--- src/rtl/adc_spi_responder_if.sv ---
// Serial link between adc_driver (master) and the ADC responder (slave).
// Signal names are written from the responder's point of view.
interface adc_spi_responder_if;
    logic cs_i;        // chip select, active-low
    logic din_i;       // serial config, driver -> ADC
    logic dout_o;      // serial sample, ADC -> driver
    logic dout_oe_o;   // dout_o is being actively driven

    modport master (output cs_i, din_i, input dout_o, dout_oe_o);
    modport slave  (input cs_i, din_i, output dout_o, dout_oe_o);
endinterface

--- src/rtl/adc_spi_responder.sv ---
// adc_spi_responder: synthesizable target end of the 2-channel SPI ADC protocol.
// Decodes start + {SGL, ODD, MSBF}, latches a sample, then returns a null bit and
// DATA_W bits MSB-first, optionally followed by an LSB-first tail.
// Optional feature macro: ADC_RAMP_GEN_EN (internal ramp replaces the channel inputs).
//
// state  | meaning
// -------+-----------------------------------------------------------
// IDLE   | waiting for start bit (cs low, din high)
// CFG    | shifting in SGL, ODD, MSBF
// NULL   | null bit on dout, sample latched
// DATA   | sending sample MSB -> LSB
// TAIL   | sending bits 1..DATA_W-1 LSB-first (MSBF = 0 only)
// HOLD   | conversion finished, dout held 0 until cs goes high
module adc_spi_responder #(
    parameter int DATA_W    = 10,
    parameter int RAMP_STEP = 1
) (
    input  logic                  s_clk_i,
    input  logic                  rst_i,
    adc_spi_responder_if.slave    spi_if,
    input  logic [DATA_W-1:0]     ch0_data_i,
    input  logic [DATA_W-1:0]     ch1_data_i,
    output logic [DATA_W-1:0]     sample_o,
    output logic [2:0]            cfg_o,
    output logic                  busy_o,
    output logic                  conv_done_o
);
    localparam int CW = $clog2(DATA_W);

    typedef enum logic [2:0] {
        S_IDLE, S_CFG, S_NULL, S_DATA, S_TAIL, S_HOLD
    } state_t;

    state_t              state_q, state_d;
    logic [CW-1:0]       cnt_q, cnt_d;
    logic [1:0]          cfg_sh_q, cfg_sh_d;
    logic [DATA_W-1:0]   sample_q, sample_d;
    logic [2:0]          cfg_q, cfg_d;
    logic                dout_q, dout_d;
    logic                oe_q, oe_d;
    logic                busy_q, busy_d;
    logic                done_q, done_d;

    logic [DATA_W-1:0]   ch0_w, ch1_w, sel_w;
    logic [DATA_W:0]     diff_w;

`ifdef ADC_RAMP_GEN_EN
    logic [DATA_W-1:0]   ramp_q;
    wire                 unused_ch = ^{ch0_data_i, ch1_data_i};

    assign ch0_w = ramp_q;
    assign ch1_w = ~ramp_q;

    // Ramp advances once per completed conversion; aborts leave it alone.
    always_ff @(posedge s_clk_i or posedge rst_i) begin
        if (rst_i)       ramp_q <= '0;
        else if (done_d) ramp_q <= ramp_q + DATA_W'(RAMP_STEP);
    end
`else
    localparam int unused_ramp_step = RAMP_STEP;

    assign ch0_w = ch0_data_i;
    assign ch1_w = ch1_data_i;
`endif

    // Channel select from the SGL/ODD bits already shifted in; pseudo-diff saturates at 0.
    always_comb begin
        diff_w = cfg_sh_q[0] ? ({1'b0, ch1_w} - {1'b0, ch0_w})
                             : ({1'b0, ch0_w} - {1'b0, ch1_w});
        sel_w  = '0;
        if (cfg_sh_q[1])          sel_w = cfg_sh_q[0] ? ch1_w : ch0_w;
        else if (!diff_w[DATA_W]) sel_w = diff_w[DATA_W-1:0];
    end

    // State and output registers.
    always_ff @(posedge s_clk_i or posedge rst_i) begin
        if (rst_i) begin
            state_q  <= S_IDLE;
            cnt_q    <= '0;
            cfg_sh_q <= '0;
            sample_q <= '0;
            cfg_q    <= '0;
            dout_q   <= 1'b0;
            oe_q     <= 1'b0;
            busy_q   <= 1'b0;
            done_q   <= 1'b0;
        end else begin
            state_q  <= state_d;
            cnt_q    <= cnt_d;
            cfg_sh_q <= cfg_sh_d;
            sample_q <= sample_d;
            cfg_q    <= cfg_d;
            dout_q   <= dout_d;
            oe_q     <= oe_d;
            busy_q   <= busy_d;
            done_q   <= done_d;
        end
    end

    // Next-state and registered-output logic; cs high overrides everything.
    always_comb begin
        state_d  = state_q;
        cnt_d    = cnt_q;
        cfg_sh_d = cfg_sh_q;
        sample_d = sample_q;
        cfg_d    = cfg_q;
        dout_d   = 1'b0;
        oe_d     = oe_q;
        busy_d   = busy_q;
        done_d   = 1'b0;

        case (state_q)
            S_IDLE: begin
                oe_d   = 1'b0;
                busy_d = 1'b0;
                if (spi_if.din_i) begin
                    state_d = S_CFG;
                    cnt_d   = '0;
                    busy_d  = 1'b1;
                end
            end
            S_CFG: begin
                cfg_sh_d = {cfg_sh_q[0], spi_if.din_i};
                if (cnt_q == CW'(2)) begin
                    sample_d = sel_w;
                    cfg_d    = {cfg_sh_q, spi_if.din_i};
                    oe_d     = 1'b1;
                    state_d  = S_NULL;
                end else begin
                    cnt_d = cnt_q + 1'b1;
                end
            end
            S_NULL: begin
                dout_d  = sample_q[DATA_W-1];
                cnt_d   = CW'(DATA_W - 1);
                state_d = S_DATA;
            end
            S_DATA: begin
                if (cnt_q == '0) begin
                    if (cfg_q[0]) begin
                        done_d  = 1'b1;
                        state_d = S_HOLD;
                    end else begin
                        // LSB already went out, so the tail restarts at bit 1.
                        dout_d  = sample_q[1];
                        cnt_d   = CW'(1);
                        state_d = S_TAIL;
                    end
                end else begin
                    cnt_d  = cnt_q - 1'b1;
                    dout_d = sample_q[cnt_d];
                end
            end
            S_TAIL: begin
                if (cnt_q == CW'(DATA_W - 1)) begin
                    done_d  = 1'b1;
                    state_d = S_HOLD;
                end else begin
                    cnt_d  = cnt_q + 1'b1;
                    dout_d = sample_q[cnt_d];
                end
            end
            S_HOLD: ;
            default: state_d = S_IDLE;
        endcase

        if (spi_if.cs_i) begin
            state_d = S_IDLE;
            cnt_d   = '0;
            dout_d  = 1'b0;
            oe_d    = 1'b0;
            busy_d  = 1'b0;
            done_d  = 1'b0;
        end
    end

    assign spi_if.dout_o    = dout_q;
    assign spi_if.dout_oe_o = oe_q;
    assign sample_o         = sample_q;
    assign cfg_o            = cfg_q;
    assign busy_o           = busy_q;
    assign conv_done_o      = done_q;
endmodule

--- src/flat_wrapper.sv ---
// flat-port wrapper written by rule: the top's interface ports become plain ports
module adc_spi_responder_flat 
#(
    parameter int DATA_W    = 10,
    parameter int RAMP_STEP = 1
)
  (s_clk_i, rst_i, ch0_data_i, ch1_data_i, sample_o, cfg_o, busy_o, conv_done_o, spi_if_cs_i, spi_if_din_i, spi_if_dout_o, spi_if_dout_oe_o);
  adc_spi_responder_if spi_if_i ();
  input  logic s_clk_i;
  input  logic rst_i;
  input  logic [DATA_W-1:0] ch0_data_i;
  input  logic [DATA_W-1:0] ch1_data_i;
  output logic [DATA_W-1:0] sample_o;
  output logic [2:0] cfg_o;
  output logic busy_o;
  output logic conv_done_o;
  input wire logic [$bits(spi_if_i.cs_i)-1:0] spi_if_cs_i;
  input wire logic [$bits(spi_if_i.din_i)-1:0] spi_if_din_i;
  output wire logic [$bits(spi_if_i.dout_o)-1:0] spi_if_dout_o;
  output wire logic [$bits(spi_if_i.dout_oe_o)-1:0] spi_if_dout_oe_o;
  assign spi_if_i.cs_i = spi_if_cs_i;
  assign spi_if_i.din_i = spi_if_din_i;
  assign spi_if_dout_o = spi_if_i.dout_o;
  assign spi_if_dout_oe_o = spi_if_i.dout_oe_o;
  adc_spi_responder #(.DATA_W(DATA_W), .RAMP_STEP(RAMP_STEP)) u_core (.s_clk_i(s_clk_i), .rst_i(rst_i), .spi_if(spi_if_i), .ch0_data_i(ch0_data_i), .ch1_data_i(ch1_data_i), .sample_o(sample_o), .cfg_o(cfg_o), .busy_o(busy_o), .conv_done_o(conv_done_o));
endmodule
--- config.mk ---
export PLATFORM = sky130hd
export DESIGN_NAME = adc_spi_responder_flat
export DESIGN_NICKNAME = d
export VERILOG_FILES = /design/src/rtl/adc_spi_responder_if.sv /design/src/rtl/adc_spi_responder.sv /design/src/flat_wrapper.sv
export SDC_FILE = /design/constraint.sdc
export NUM_CORES = 1
export LEC_CHECK = 0
export BUFFER_PORTS_ARGS = -buffer_cell sky130_fd_sc_hd__clkbuf_2
export CAP_MARGIN = 20
export CORE_UTILIZATION = 58
export DETAILED_ROUTE_END_ITERATION = 7
export PLACE_DENSITY = 0.8
export SLEW_MARGIN = 20
export SYNTH_ARGS = -nofsm -noshare
export SYNTH_HDL_FRONTEND = slang
export SYNTH_SLANG_ARGS = --single-unit
--- constraint.sdc ---
create_clock -name s_clk_i -period 2.9 [get_ports s_clk_i]
set_clock_uncertainty 0.1 [all_clocks]
set_input_delay 0.58 -clock s_clk_i [delete_from_list [all_inputs] [get_ports s_clk_i]]
set_output_delay 0.58 -clock s_clk_i [all_outputs]
set_load 0.01 [all_outputs]
# After elaboration in Yosys (flattened, before gate mapping)
# Index checks and enable logic that the tools add are counted.
[classes]
n_addsub = 4
n_lt_le_gt_ge = 2
eq_ne = 15
mux = 38
n_reduce_logical = 9
[ops]
columns = ["cell", "count"]
rows = [
  ["$mux 10", 3],
  ["$mux 4", 6],
  ["$sub 10x10->11", 2],
  ["$pmux 4 s5", 1],
  ["$pmux 3 s6", 1],
  ["$mux 1", 16],
  ["$mux 3", 5],
  ["$mux 11", 1],
  ["$lt 4x5->1 const B", 2],
  ["$reduce_and 5->1", 2],
  ["$ne 3x2->1 const B", 3],
  ["$ne 3x3->1 const B", 3],
  ["$bmux 1 s4", 2],
  ["$eq 3x2->1 const B", 2],
  ["$eq 3x3->1 const B", 2],
  ["$reduce_bool 6->1", 1],
  ["$add 4x1->4 const B", 1],
  ["$eq 4x2->1 const B", 1],
  ["$eq 4x4->1 const B", 1],
  ["$logic_not 4->1", 1],
  ["$ne 4x4->1 const B", 1],
  ["$pmux 1 s2", 2],
  ["$reduce_and 2->1", 2],
  ["$sub 4x1->4 const B", 1],
  ["other kinds (6)", 6],
]
[totals]
register_bits = 26
output_inout_bits = 17
word_cells = 77

# Longest topological paths before layout
# Gate-level depths: netlist of the first run.
[depth]
ltp_word = 6
mapped_depth = 12
depth_no_buf = 11

# Worst setup path before layout of the first run
# Ideal clock, no wire load.
[synth_path]
kind = "input port to flip-flop"
startpoint = "in ch1_data_i[0]"
endpoint = "reg u_core.sample_q[7], in the netlist u_core.sample_o[7]"
setup_time_ns = 0.128
arrival_ns = 2.476
t_required_ns = 2.672
slack_ns = 0.196
cell_stages = 12
path_buffers = 1
cell_sequence = "inv_1 ha_1 inv_1 fa_1 a21o_1 a211o_1 a41o_1 a41oi_2 buf_6 nor3_1 mux2i_1 nand3_1"
[synth_via]
elab_chain_cells = 4
elab_cells_between_ends = 5
[synth_rtl]
columns = ["item", "line_no", "source"]
rows = [
  ["from (decl)", "flat_wrapper.sv:12", "input logic [DATA_W-1:0] ch1_data_i;"],
  ["$sub 10x10->11 (on tied branches)", "adc_spi_responder.sv:69, adc_spi_responder.sv:68", ""],
  ["$mux 11 (*)", "adc_spi_responder.sv:68", "diff_w = cfg_sh_q[0] ? ({1'b0, ch1_w} - {1'b0, ch0_w})"],
  ["$mux 10 (*)", "adc_spi_responder.sv:72", "else if (!diff_w[DATA_W]) sel_w = diff_w[DATA_W-1:0];"],
  ["$mux 10 (*)", "adc_spi_responder.sv:71", "if (cfg_sh_q[1]) sel_w = cfg_sh_q[0] ? ch1_w : ch0_w;"],
  ["to (signal assigned)", "adc_spi_responder.sv:91", "sample_q <= sample_d;"],
  ["to (decl)", "adc_spi_responder.sv:37", "logic [DATA_W-1:0] sample_q, sample_d;"],
]
# Every way passes the cells marked *; elsewhere a longest branch is shown, timed or not.
# A chain may end at the register's enable or synchronous reset.

# Worst setup path in the final report of the first run
[layout_path]
startpoint = "in ch1_data_i[0]"
endpoint = "reg u_core.sample_q[1], in the netlist u_core.sample_o[1]"
# Same word-level chain as after synthesis.

==> results of run 1 <==
-- registers in the layout, summed over array words and instances (netlist names) --
name,cells
u_core.sample_o,10
u_core.cnt_q,4
u_core.cfg_o,3
u_core.state_q,3
u_core.cfg_sh_q,2
u_core.busy_o,1
u_core.conv_done_o,1
u_core.spi_if.dout_o,1
u_core.spi_if.dout_oe_o,1
-- stage by stage --
stage               total power, uW  area [sq um]  instances
global route                   2750          2960        402
detailed placement             2230          2890        398
finish                         2540          2960        402
CTS                            2530          2960        402
global placement               2190          2890        398
floorplan                      1780          2610        311
-- cell usage in the layout (no fill, tap or decap), drive strengths merged, types with 2 or more instances in the layout --
cell	synthesis	routed
a211oi	11	11
o21a	6	6
nand2	22	22
and2	5	5
clkbuf	10	43
nand2b	3	3
o22a	4	4
nor2b	3	3
o221ai	6	6
mux4	3	3
a22o	2	2
a32o	2	2
fa	2	2
a221oi	2	2
ha	25	25
o22ai	2	2
xor2	6	6
mux2i	17	17
buf	9	14
nor2	24	24
xnor2	5	5
a31oi	6	6
a21oi	20	20
nor3	11	11
a21o	6	6
o31ai	3	3
o21ai	15	15
nand3	9	9
dfrtp	26	26
inv	32	31
-- worst reg2reg max path, cell delays in order, from the launching register on --
cell and delay (ns):
dfrtp_1 0.46, inv_1 0.12, ha_1 0.46, mux4_2 0.53, nand3_1 0.08, o21ai_0 0.13
a22o_1 0.21, a21oi_1 0.12, nor3_1 0.07
-- layout make-up --
type / instances / area, sq um
repair buffers: 54 / 305
multi-input cells: 234 / 1750
flip-flops and latches: 26 / 651
clock buffers: 3 / 41.3
well taps: 52 / 65.1
fillers: 355 / 1400
inverters: 32 / 120
clock inverters: 1 / 30.0
-- final timing paths --
kind,startpoint,to,cells past startpoint
worst max-delay path,ch1_data_i[0],u_core.sample_o[1],12
worst min-delay path,rst_i,u_core.cfg_sh_q[1],2
worst max register to register,u_core.cnt_q[1],u_core.spi_if.dout_o,8
worst min register to register,u_core.cfg_o[2],u_core.cfg_o[2],2
max in group asynchronous,rst_i,u_core.sample_o[8],2
min in group s_clk_i,u_core.cfg_o[2],u_core.cfg_o[2],2
-- cell families (layout without fill, tap and decap cells) --
logic type / count (synthesis) / after routing / synth area share, %
AND/OR/NAND/NOR: 81 / 81 / 14.7
buffers and inverters: 51 / 90 / 8.24
adder cells (fa/ha/maj): 27 / 27 / 13.5
multiplexers: 20 / 20 / 9.10
XOR/XNOR: 11 / 11 / 3.69
AO/OA/AOI/OAI: 95 / 95 / 25.9
flip-flops: 26 / 26 / 24.9
-- where the power goes --
| part | internal [uW] | switching [uW] | total, uW | leakage (uW) |
|---|---|---|---|---|
| combinational | 703 | 847 | 1550 | 0.00108 |
| sequential | 494 | 194 | 688 | 0.000331 |
| clock | 185 | 116 | 301 | 0.0000357 |
| total | 1380 | 1160 | 2540 | 0.00144 |
-- layer usage --
metal | GRT usage (%) | part of all wire, %
met5 | 0 | 0
met2 | 45.5 | 50
met3 | 2.92 | 3.7
met4 | 9.52 | 2.3
met1 | 34.1 | 44
==> flow_summary.json, run 1 <==
{
  "die_w_microns": 69.1,
  "worst_path_max_delay_cell": "fa_1",
  "cts_root_buf": "clkbuf_8",
  "clk_pin_slew_ns": 0.10,
  "wl_per_cell_microns": 14.7,
  "rsz0062_at_grt": "false",
  "cts.sinks": 26,
  "hold_viol_final": 0,
  "synth.avg_cell_area_sq_um": 8.40,
  "max_freq_mhz": 377,
  "finalWorstSetupSlack_ns": 0.251,
  "gr-total-overflow": 0,
  "ant_nets": 0,
  "place_congestion": 0.918,
  "cp-start-kind": "primary input",
  "yosys_warnings": 0,
  "synthesis.nets": 362,
  "ctsHoldBuffers": 0,
  "core_area_sq_mm": 0.00435,
  "ys_seq_area_share_pct": 24.9,
  "ys_types": 51,
  "via_count": 2417,
  "async_reset_ff_share_pct": 100,
  "tightest_slew_ns": 0.905,
  "die_h_microns": 69.1,
  "yosysTopAreaCellShare_pct": 24.9,
  "yosysTopAreaCell": "dfrtp_1",
  "drc": 0,
  "areaGrowthSynthToFinish_pct": 13.3,
  "h-tree-depth": 1,
  "hold_slack_ns": 0.256,
  "timing.setup.tns_ns": 0,
  "synth_edf_count": 0,
  "power_density_mw_per_mm2": 858,
  "status": "completed",
  "min_period_ns": 2.65,
  "top_level_ports": 41,
  "hold_class": "in -> async",
  "start_util_pct": 60.0,
  "netlist_top_cells_count": "inv_1 (32), dfrtp_1 (26), ha_1 (25)",
  "clock_latency_ns": 0.27,
  "synthTopCellsByArea": "dfrtp_1 (25%), ha_1 (12%), mux2i_1 (6.5%)",
  "synthCells": 311,
  "cp-end-kind": "register",
  "clock_path_buffers": 2,
  "arrival_ns": 2.71,
  "crit_required_ns": 2.96,
  "critPathKind": "in -> reg",
  "grt_max_degree": 27,
  "first_global_vias": 2334,
  "cts_resized": 0,
  "peakVddDrop_mv": 0.389,
  "drt_pass1_iterations": 4,
  "grt_pass1_wl_mm": 10.5,
  "slew_viol_final": 0,
  "mappedNetlistArea_sq_mm": 0.00261,
  "drv_cap": 0,
  "wl_mm": 5.92,
  "cts_tree": "done",
  "die_area_sq_mm": 0.00477,
  "dp_hpwl_mm": 4.70,
  "drt_iter0_drc": 149,
  "cts_made_buffers": 3,
  "path_cells": "clkbuf_2, inv_1, ha_1, inv_1, fa_1, a21o_1, a211o_1, a41o_1, a41oi_2, buf_4, o221ai_1, o21a_1",
  "cpMostUsedCell": "inv_1",
  "crit_fanout": 7,
  "drive_gt1_share_pct": 18.9,
  "synth-seq-cells": 26,
  "detail_route.vias_per_cell": 6.01,
  "max_stage_delay_ns": 0.38,
  "reg2reg_slack_ns": 0.50,
  "utilization_pct": 67.9,
  "num-nets-final": 402,
  "p_leak_uw": 0.00144,
  "fin_crit_sh_pct": 91.4,
  "cts_setup_buffers": 0,
  "cp_top_family": "compound AO/OA/AOI/OAI gates",
  "placementRows": 24,
  "setup_viol": 0,
  "portBuffers": 40,
  "place_ws_ns": -0.0252,
  "grt_antenna_before_repair": 0,
  "gr-usage-all-layers_pct": 26.4,
  "yosysMostFrequentCell": "inv_1",
  "diodes": 0,
  "ys.flop_type": "dfrtp_1",
  "relSlewSlack_pct": 39.3,
  "path_buf_inv": 4
}
Note: power is estimated with default switching activity, not from simulation.
==> inputs of run 2 (changes only) <==
--- a/config.mk
+++ b/config.mk
@@ -8,8 +8,10 @@
 export BUFFER_PORTS_ARGS = -buffer_cell sky130_fd_sc_hd__clkbuf_2
 export CAP_MARGIN = 20
 export CORE_UTILIZATION = 58
+export CTS_CLUSTER_SIZE = 8
 export DETAILED_ROUTE_END_ITERATION = 7
-export PLACE_DENSITY = 0.8
+export PLACE_DENSITY = 0.78
+export REMOVE_ABC_BUFFERS = 1
 export SLEW_MARGIN = 20
 export SYNTH_ARGS = -nofsm -noshare
 export SYNTH_HDL_FRONTEND = slang
==> run 2 against run 1 <==
  * Sequential power grew 2%
  * Worst hold slack gained 0.0048 ns
  * First-iteration DRC count grew 34%
  * Highest routed layer unchanged
  * Clock-buffer cell count is the same
  * Global-route usage shrank 1.5 points
  * Clock power shrank 30%
  * Largest cell class unchanged
  * Cell count shrank 1.0%
==> flow_summary.json, run 2 (synthesis gave the netlist of run 1 again) <==
{
  "status": "completed",
  "ff2ff_path_depth": 8,
  "detail_route.vias_per_cell": 6.01,
  "peakVddDrop_mv": 0.332,
  "die_w_microns": 69.1,
  "core_area_sq_mm": 0.00435,
  "drt_iter0_drc": 200,
  "areaGrowthSynthToFinish_pct": 11.3,
  "placedCellCount": 395,
  "largest_reg_flops": 10,
  "r2r_end": "u_core.spi_if.dout_o",
  "multi_input_area_sq_mm": 0.00175,
  "tightest_slew_ns": 0.909,
  "slew_viol_final": 0,
  "regArea_sq_um": 651,
  "arrival_ns": 2.79,
  "path_buf_inv": 4,
  "first_global_vias": 2262,
  "crit_end": "u_core.sample_o[7]",
  "reg2reg_from": "u_core.cnt_q[1]",
  "grt_pass1_wl_mm": 9.90,
  "num-nets-final": 399,
  "cp_top_family": "compound AO/OA/AOI/OAI gates",
  "path_cells": "clkbuf_2, inv_1, ha_1, inv_1, fa_1, a21o_1, a211o_1, a41o_1, a41oi_2, buf_4, nor3_1, mux2i_1, nand3_1",
  "power_density_mw_per_mm2": 822,
  "cts_root_buf": "clkbuf_8",
  "drc": 0,
  "wl_mm": 5.83,
  "rsz0062_at_grt": "false",
  "drv_cap": 0,
  "ctsHoldBuffers": 0,
  "crit_fanout": 11,
  "crit_required_ns": 2.96,
  "relSlewSlack_pct": 39.1,
  "gr-total-overflow": 0,
  "critPathKind": "in -> reg",
  "cts_made_buffers": 3,
  "placementRows": 24,
  "cts_setup_buffers": 0,
  "die_area_sq_mm": 0.00477,
  "cp-start-kind": "primary input",
  "cp_num_cells": 13,
  "ant_nets": 0,
  "hold_class": "in -> async",
  "drive_gt1_share_pct": 17.9,
  "stdcell_count": 398,
  "finalWorstSetupSlack_ns": 0.165,
  "start_util_pct": 60.0,
  "min_period_ns": 2.74,
  "layout_common_cells": "clkbuf_2 (40), inv_1 (31), dfrtp_1 (26)",
  "cts.sinks": 26,
  "clock_latency_ns": 0.27,
  "hold_viol_final": 0,
  "final_common_cell": "clkbuf_2",
  "die_h_microns": 69.1,
  "setup_viol": 0,
  "max_stage_delay_ns": 0.39,
  "reg2reg_slack_ns": 0.57,
  "wl_per_cell_microns": 14.6,
  "cts_tree": "done",
  "fin_crit_sh_pct": 94.3,
  "gr-usage-all-layers_pct": 24.9,
  "cpMostUsedCell": "inv_1",
  "top_level_ports": 41,
  "cts_resized": 0,
  "grt_antenna_before_repair": 0,
  "portBuffers": 40,
  "diodes": 0,
  "dp_hpwl_mm": 4.55,
  "place_congestion": 0.918,
  "n_fill_cell": 360,
  "grt_max_degree": 27,
  "via_count": 2393,
  "startpoint": "ch1_data_i[0]",
  "cp-end-kind": "register",
  "drt_pass1_iterations": 4,
  "max_freq_mhz": 366,
  "clk_pin_slew_ns": 0.09,
  "worst_path_max_delay_cell": "fa_1",
  "utilization_pct": 66.7,
  "p_leak_uw": 0.00141,
  "clock_path_buffers": 2,
  "place_ws_ns": -0.101,
  "h-tree-depth": 1
}
-- run 2: cell count changes in the layout (fill, tap and decap cells not counted) --
cell	previous run	this run
buf_4	14	11
bufinv_16	1	0
-- run 2: worst register-to-register path, cell delays in order (launching register included) --
cell,delay [ns]
dfrtp_1,0.45
inv_1,0.11
ha_1,0.45
mux4_2,0.54
nand3_1,0.09
o21ai_0,0.08
a22o_1,0.18
a21oi_1,0.15
nor3_1,0.07
-- run 2: layer usage --
metal	wire length [microns]	track usage [%]
met5	0	0
met4	145	9.98
met3	244	3.22
met2	2880	42.0
met1	2560	32.3
-- run 2: layout make-up --
type | instances | share of cell area [%]
Multi-Input combinational cell | 234 | 60.1
Sequential cell | 26 | 22.4
Timing Repair Buffer | 51 | 9.73
Inverter | 32 | 4.13
Tap cell | 52 | 2.24
Clock buffer | 3 | 1.42
-- run 2: worst min-delay path by stage --
stage	end	cells after the start
detailed placement	u_core.cfg_o[2]	2
CTS	u_core.cfg_o[2]	2
global placement	u_core.cfg_o[1]	2
floorplan	u_core.sample_o[7]	2
finish	u_core.sample_o[9]	2
global route	u_core.sample_o[9]	2
-- run 2: where the power goes --
part           total, uW  switching [uW]  leakage, uW  internal (uW)
Sequential           700             207     0.000331            494
Clock                211             118    0.0000216           93.3
Combinational       1480             808      0.00106            670
-- run 2: through the flow --
stage / instance area (sq um) / TNS, ns / hold WS [ns] / power (uW)
finish: 2910 / 0 / 0.261 / 2390
global route: 2910 / 0 / 0.336 / 2590
CTS: 2910 / 0 / 0.399 / 2390
detailed placement: 2860 / -0.364 / 0.379 / 2170
global placement: 2860 / 0 / 0.366 / 2140
floorplan: 2520 / 0 / 0.404 / 1720
